File: src/rtl/sar_search_ctrl_pkg.sv
// Shared types and helpers for the successive-approximation search controller.
package sar_search_ctrl_pkg;

  typedef enum logic [1:0] {
    IDLE  = 2'd0,
    PROBE = 2'd1,
    EVAL  = 2'd2,
    DONE  = 2'd3
  } sar_state_t;

  // Comparator flags are only trustworthy when exactly one is asserted.
  function automatic logic flags_valid(input logic greater, input logic equal,
                                       input logic less);
    return ({1'b0, greater} + {1'b0, equal} + {1'b0, less}) == 2'd1;
  endfunction

endpackage

File: src/rtl/sar_search_ctrl.sv
// Binary-search controller: drives guess onto a magnitude comparator and
// narrows [lo, hi] until the comparator reports equality or the range empties.
module sar_search_ctrl
  import sar_search_ctrl_pkg::*;
#(
  parameter int WIDTH = 4,
  localparam int CNT_W = $clog2(WIDTH + 2)
) (
  input  logic             clk,
  input  logic             reset,
  input  logic             start,
  input  logic             cmp_greater,
  input  logic             cmp_equal,
  input  logic             cmp_less,
  output logic [WIDTH-1:0] guess,
  output logic             busy,
  output logic             done,
  output logic             found,
  output logic             error,
  output logic [WIDTH-1:0] result,
  output logic [CNT_W-1:0] probes
);

  // Bounds carry an extra bit so guess+1 / guess-1 never wrap.
  localparam logic [WIDTH:0] HI_INIT = {1'b0, {WIDTH{1'b1}}};

  sar_state_t     state, state_n;
  logic [WIDTH:0] lo, lo_n, hi, hi_n;
  logic [WIDTH-1:0] guess_n, result_n;
  logic [CNT_W-1:0] probes_n;
  logic           found_n, error_n;
  logic [WIDTH:0] guess_x;

  function automatic logic [WIDTH-1:0] mid_of(input logic [WIDTH:0] l,
                                               input logic [WIDTH:0] h);
    logic [WIDTH:0] m;
    m = l + ((h - l) >> 1);
    return m[WIDTH-1:0];
  endfunction

  assign guess_x = {1'b0, guess};
  assign busy    = (state == PROBE) || (state == EVAL);
  assign done    = (state == DONE);

  // Register all search state; reset drops straight back to IDLE.
  always_ff @(posedge clk or posedge reset) begin
    if (reset) begin
      state  <= IDLE;
      lo     <= '0;
      hi     <= '0;
      guess  <= '0;
      result <= '0;
      probes <= '0;
      found  <= 1'b0;
      error  <= 1'b0;
    end else begin
      state  <= state_n;
      lo     <= lo_n;
      hi     <= hi_n;
      guess  <= guess_n;
      result <= result_n;
      probes <= probes_n;
      found  <= found_n;
      error  <= error_n;
    end
  end

  // Next-state and datapath updates; everything holds unless changed below.
  always_comb begin
    state_n  = state;
    lo_n     = lo;
    hi_n     = hi;
    guess_n  = guess;
    result_n = result;
    probes_n = probes;
    found_n  = found;
    error_n  = error;
    case (state)
      IDLE: begin
        if (start) begin
          lo_n     = '0;
          hi_n     = HI_INIT;
          guess_n  = mid_of('0, HI_INIT);
          found_n  = 1'b0;
          error_n  = 1'b0;
          probes_n = '0;
          state_n  = PROBE;
        end
      end
      PROBE: state_n = EVAL;
      EVAL: begin
        probes_n = probes + 1'b1;
        state_n  = DONE;
        if (!flags_valid(cmp_greater, cmp_equal, cmp_less)) begin
          error_n = 1'b1;
        end else if (cmp_equal) begin
          result_n = guess;
          found_n  = 1'b1;
        end else if (cmp_greater) begin
          if (guess_x == lo) begin
            error_n = 1'b1;
          end else begin
            hi_n    = guess_x - 1'b1;
            guess_n = mid_of(lo, guess_x - 1'b1);
            state_n = PROBE;
          end
        end else begin
          if (guess_x == hi) begin
            error_n = 1'b1;
          end else begin
            lo_n    = guess_x + 1'b1;
            guess_n = mid_of(guess_x + 1'b1, hi);
            state_n = PROBE;
          end
        end
      end
      DONE: state_n = IDLE;
      default: state_n = IDLE;
    endcase
  end

endmodule

File: config.mk
export PLATFORM = sky130hd
export DESIGN_NAME = sar_search_ctrl
export DESIGN_NICKNAME = d
export VERILOG_FILES = /design/src/rtl/sar_search_ctrl_pkg.sv /design/src/rtl/sar_search_ctrl.sv
export SDC_FILE = /design/constraint.sdc
export NUM_CORES = 1
export LEC_CHECK = 0
export CAP_MARGIN = 20
export CORE_MARGIN = 1
export CORE_UTILIZATION = 61
export DETAILED_ROUTE_END_ITERATION = 12
export PLACE_DENSITY = 0.85
export SLEW_MARGIN = 10
export SYNTH_ARGS = -nofsm -noshare
export SYNTH_HDL_FRONTEND = slang
export SYNTH_SLANG_ARGS = --single-unit
File: constraint.sdc
create_clock -name clk -period 6.8 [get_ports clk]
set_input_delay 1.36 -clock clk [delete_from_list [all_inputs] [get_ports clk]]
set_output_delay 1.36 -clock clk [all_outputs]
set_load 0.01 [all_outputs]
---- Yosys cells after proc, flatten, opt, wreduce, memory -nomap -nowiden ----
Index checks and enable logic that the tools add are counted.
cells by class
  order comparisons ....................... 0
  multipliers ............................. 0
  shift-type cells ........................ 0
  multiplexer cells ....................... 38
  reduce and logical (&&, ||, !) cells .... 10
  add/subtract/negate cells ............... 9
  equal/unequal tests ..................... 19
  div/mod/pow operators ................... 0
  bitwise operators ....................... 0
operator list
  kind                                                    number
  2-to-1 mux 5 bit                                        10
  2-to-1 mux 4 bit                                        6
  one-hot mux 5 bit (2 select lines)                      2
  AND reduction 6 bit                                     3
  inequality test 2 bit (second input constant)           7
  2-to-1 mux 2 bit                                        6
  equality test 4 x 5 -> 1 bit                            2
  subtractor 5 bit                                        2
  inequality test 3 bit (second input constant)           3
  adder 4 bit                                             2
  2-to-1 mux 1 bit                                        8
  inequality test 4 x 3 -> 1 bit (second input constant)  2
  one-hot mux 2 bit (4 select lines)                      1
  one-hot mux 4 bit (2 select lines)                      1
  one-hot mux 3 bit (2 select lines)                      1
  adder 4 x 1 -> 5 bit (second input constant)            1
  AND reduction 5 bit                                     1
  subtractor 4 x 1 -> 5 bit (second input constant)       1
  equality test 2 x 1 -> 1 bit (second input constant)    2
  equality test 2 bit (second input constant)             2
  one-hot mux 1 bit (2 select lines)                      2
  AND reduction 4 bit                                     1
  adder 3 x 1 -> 3 bit (second input constant)            1
  2-to-1 mux 3 bit                                        1
  other kinds (8)                                         8
word-level totals
  memories ................................ 0
  latch bits .............................. 0
  ROM bits ................................ 0
  logic and storage cells ................. 84
  output and inout bits ................... 15
  input port bits ......................... 6
  bits in registers ....................... 25
  bits in writable memories ............... 0

---- Depth between registers and ports, before layout ----
  depth after elaboration ................. 8
  mapped depth ............................ 14
  mapped depth without buffers ............ 13

---- Worst setup path after synthesis ----
Ideal clock, no wire load.
  path kind ............................... reg2reg
  start ................................... reg guess[0]
  end ..................................... reg guess[2]
  slack ................................... 3.650 ns
  buffers on the path ..................... 0
  data arrival time ....................... 3.031 ns
  clock period less this slack ............ 3.150 ns
  library setup time ...................... 0.118 ns
  stages on the path, launching flop included .. 14
  data required time ...................... 6.682 ns
  path through ............................ dfrtp_1 inv_1 ha_1 inv_1 fa_1 xnor2_1 xnor2_1 inv_1 fa_1 xor2_1 and3_1 o31ai_1 a21oi_1 a21o_1
between the ends
  longest elaborated chain between the ends .. 8
  elaborated cells on any way between the ends .. 17
  those cells by class .................... 6 x add/sub; 4 x eq/ne; 6 x mux; 1 x reduce/logical
ends and longest elaborated chain
  item                                                                      line                                            source
  start: declaration                                                        sar_search_ctrl.sv:15                           output logic [WIDTH-1:0] guess,
  start signal: assignment                                                  sar_search_ctrl.sv:60                           guess <= guess_n;
  adder 4 x 1 -> 5 bit / subtractor 4 x 1 -> 5 bit (equally long branches)  sar_search_ctrl.sv:112, sar_search_ctrl.sv:104
  subtractor 5 bit                                                          sar_search_ctrl.sv:37                           m = l + ((h - l) >> 1);
  adder 4 bit                                                               sar_search_ctrl.sv:37
  2-to-1 mux 4 bit (on tied branches)                                       sar_search_ctrl.sv:108, sar_search_ctrl.sv:100
  2-to-1 mux 4 bit                                                          sar_search_ctrl.sv:99                           end else if (cmp_greater) begin
  2-to-1 mux 4 bit                                                          sar_search_ctrl.sv:96                           end else if (cmp_equal) begin
  2-to-1 mux 4 bit                                                          sar_search_ctrl.sv:94                           if (!flags_valid(cmp_greater, cmp_equal, cmp_less)) begin
  one-hot mux 4 bit (2 select lines)                                        sar_search_ctrl.sv:78                           case (state)
Parallel ways exist; a longest one is shown, timed or not. The select of a mux whose other input is x is not followed.
A chain may end at the register's enable or synchronous reset.

---- Worst setup path after layout ----
  start ................................... in cmp_greater
  end ..................................... reg guess[0]
between the ends
  longest elaborated chain between the ends .. 5
  elaborated cells on any way between the ends .. 11
  those cells by class .................... 2 x add/sub; 4 x eq/ne; 4 x mux; 1 x reduce/logical
ends and longest elaborated chain
  item                                             line                       source
  start: declaration                               sar_search_ctrl.sv:12      input logic cmp_greater,
  adder 1 x 1 -> 2 bit                             sar_search_ctrl_pkg.sv:14  return ({1'b0, greater} + {1'b0, equal} + {1'b0, less}) == 2'd1;
  adder 2 x 1 -> 2 bit                             sar_search_ctrl_pkg.sv:14
  equality test 2 x 1 -> 1 bit                     sar_search_ctrl_pkg.sv:14
  inequality test 2 x 1 -> 1 bit (no source line)  --
  AND reduction 6 bit (no source line)             --
Parallel ways exist; a longest one is shown, timed or not. The select of a mux whose other input is x is not followed.

==> impl_results.md <==
- Status: finished clean
- Hold-fix buffers, CTS: 0
- Leading post-synthesis cells by cell area: dfrtp_1 (31%), ha_1 (11%), xnor2_1 (6.2%)
- Power Dens Cells: approximately 580 nW/µm²
- Critical Path AT: 4.23 ns
- Die height: between 50 and 60 µm
- Routed Antenna Nets: 0
- Hold path cells: 2
- CP Class: in2reg
- Core area: just over 3000 µm²
- FP Rows: 20
- Ys flop type: dfrtp_1
- DR pass1 iterations: 4
- CP Data Required Time: 7.00 ns
- Root buf cell: clkbuf_4
- WL/cell: roughly 17 µm
- Synth unique cells: between 50 and 60
- Die area: approximately 3500 µm²
- TritonCTS Buffers: 3
- Post-layout net count: between 200 and 300
- Unrepaired setup endpoints after global routing: no
- Sink of the worst hold path: result[1]
- Placer Congestion: ~0.83
- Peak VDD IR: between 0.2 and 0.3 mV
- Period Utilization, post-route: 59.3%
- Share of layout cells above drive strength 1: just under 7%
- Worst hold path class: reg2reg
- Top delay family on crit path: compound AO/OA/AOI/OAI gates
- Cts repair resizes: 0
- Most numerous cell in the Yosys netlist: dfrtp_1
- Yosys warnings: 0
- Maxcap violations: 0
- Synthesis-to-layout area growth: 12.2%
- R2r worst-path depth: 13
- Max transition margin: a little under three fifths
- Worst path bufs/invs: 1
- Max-slew violations: 0
- Initial antenna violation count: 0
- Post-synth top area cell: dfrtp_1
- Tightest Pin Transition: between 0.6 and 0.7 ns
- DRT iter0 DRCs: 75
- Post-synthesis sequential area ratio: a little under a third
- Setup violations, final: 0
- Max Root-Sink Buffers: 2
- Number of flops mapped to enable cells by yosys: 0
- Syn_area_per_cell: roughly 9.5 µm²
- First-pass GRT wire length: 7.17 mm
- Critical R2R Launch: guess[0]
- Fmax: 248 MHz
- Top cell type's share of synthesized area: 31.4%
- HPWL Detailed: about 3.4 mm
- Reg-to-reg slack, setup: about 3.2 ns
- Die width: roughly 59 µm
- Origin of the worst min-delay path: result[1]
- Vias in the first global route: 1610
- Leak: between 0.9 and 1 nW
- Vias/cell: 6.15
- Via count: roughly 1600
- Post-CTS Setup Inserts: 0
- Syn_nets: approximately 240
- Largest stage delay on the critical path: between 0.6 and 0.7 ns
- CTS tree: yes
- Gr ovfl total: 0
- H-tree levels: 1
- Effective utilization at floorplan: 64.7%
- Worst skew pair latency: ~0.33 ns
- Critical path startpoint category: primary input
- Final Hold Fails: 0
- Post-Route WL: about 4.4 mm
- CP Max Fanout: 12
- PortBufs: 20
- Ports: 21
- Setup TNS: 0 ns
- Flops & latches, synth: 25
- Power after layout: roughly 0.0013 W
- Tmin final: around 4.0 ns
- Slowest cell on the critical path: fa_1
- Largest net degree at the start of global routing: 26
- Synth Instances: between 200 and 250
- Synth async-reset ratio: 100%
- Post-route DRC: 0
- CP endpoint kind: flip-flop
- Synth cell count leaders: dfrtp_1 (25), ha_1 (18), nand2_1 (17), a21oi_1 (16), inv_1 (15)
- N_diodes: 0
- Reg-to-Reg End: guess[2]
- Post-Syn Area: about 2000 µm²
- Worst-path cell chain: clkdlybuf4s50_1, fa_1, nand2b_1, o21ai_0, nor2b_1, o21ai_4, a2111oi_0, a21oi_1
- Reg clk slew, reported paths: ~0.15 ns
- Clk sinks: 25
- Skew final: between 0.015 and 0.02 ns
- GRT Util Overall: 27.4%
-- worst register-to-register path, cell delays in order (launching register included) --
cell and delay, ns:
dfrtp_1 0.55, inv_1 0.23, ha_1 0.36, inv_1 0.17, fa_1 0.49, xnor2_1 0.20
xnor2_1 0.16, inv_1 0.08, fa_1 0.40, xor2_1 0.16, and3_1 0.21, o31ai_1 0.21
a21oi_1 0.12, a21o_1 0.19
-- worst max path at each step --
| stage | end | startpoint | depth (start not counted) | slack, ns |
|---|---|---|---|---|
| finish | guess[0] | cmp_greater | 8 | 2.77 |
| global route | guess[0] | cmp_greater | 8 | 2.53 |
| CTS | guess[0] | cmp_greater | 8 | 2.81 |
| detailed placement | guess[0] | cmp_greater | 8 | 2.49 |
| global placement | guess[1] | cmp_greater | 8 | 2.69 |
| floorplan | guess[2] | guess[0] | 13 | 3.65 |
-- area by class of cell --
cell class,count,area [µm²]
Clock buffer,3,22.5
Clock inverter,1,5.00
Fill cell,235,845
Inverter,15,56.3
Multi-Input combinational cell,158,1240
Sequential cell,25,626
Tap cell,44,55.1
Timing Repair Buffer,21,228
-- logic make-up after synthesis --
| kind of cell | after synthesis | share of synthesized area [%] |
|---|---|---|
| AOI/OAI and AO/OA | 61 | 20.2 |
| xor gates and xnor gates | 23 | 11.2 |
| adders and majority gates | 24 | 16.9 |
| buffers and inverters | 26 | 6.22 |
| DFF | 25 | 31.4 |
| muxes | 5 | 2.70 |
| and+or+nand+nor | 45 | 11.3 |
-- placed cells by master (no fill, tap or decap), types with 2 or more instances in the layout --
| cell type | Yosys | routed |
|---|---|---|
| mux2_2 | 3 | 3 |
| a21o_1 | 5 | 5 |
| inv_1 | 15 | 15 |
| clkbuf_4 | 0 | 3 |
| a21oi_1 | 16 | 16 |
| nor2_1 | 8 | 8 |
| xnor2_1 | 14 | 14 |
| nand4_1 | 2 | 2 |
| nor2b_1 | 4 | 4 |
| ha_1 | 18 | 18 |
| xor2_1 | 7 | 7 |
| dfrtp_1 | 25 | 25 |
| nand2_1 | 17 | 17 |
| fa_1 | 5 | 5 |
| nand3_1 | 4 | 4 |
| o22ai_1 | 4 | 4 |
| a31oi_1 | 2 | 2 |
| clkdlybuf4s50_1 | 0 | 20 |
| o21ai_1 | 3 | 3 |
| nand2b_1 | 3 | 3 |
| a2111oi_0 | 2 | 2 |
| o31ai_1 | 2 | 2 |
| o21ai_0 | 12 | 12 |
| mux2i_1 | 2 | 2 |
-- through the flow --
stage | hold WS, ns | utilization, % | setup slack (ns) | instance area (µm²) | instances
3_5_place_dp | 0.484 | 70.8 | 2.49 | 2180 | 262
4_1_cts | 0.517 | 71.7 | 2.81 | 2210 | 266
5_1_grt | 0.551 | 72.6 | 2.53 | 2230 | 267
6_report | 0.512 | 72.6 | 2.77 | 2230 | 267
3_3_place_gp | 0.463 | 70.8 | 2.69 | 2180 | 262
2_1_floorplan | 0.482 | - | 3.65 | 1990 | 209
-- flip-flops by register name, indices dropped and copies added (netlist names) --
| signal | count |
|---|---|
| found | 1 |
| state | 2 |
| probes | 3 |
| error | 1 |
| guess | 4 |
| result | 4 |
| hi | 5 |
| lo | 5 |
-- power by group --
part	switching [W]	internal [W]
Clock	0.0000467	0.0000220
Combinational	0.000504	0.000439
Sequential	0.0000855	0.000198
Total	0.000636	0.000660
-- metal layers --
layer | wire [µm] | share of wire, % | vias up | global-route usage (%)
met5 | 0 | 0 | - | 0
met4 | 72 | 1.6 | 0 | 7.82
met3 | 238 | 5.4 | 8 | 4.80
met2 | 2260 | 51 | 65 | 49.7
li1 | - | - | 768 | -
met1 | 1860 | 42 | 801 | 33.2
Note: power is estimated with default switching activity, not from simulation.
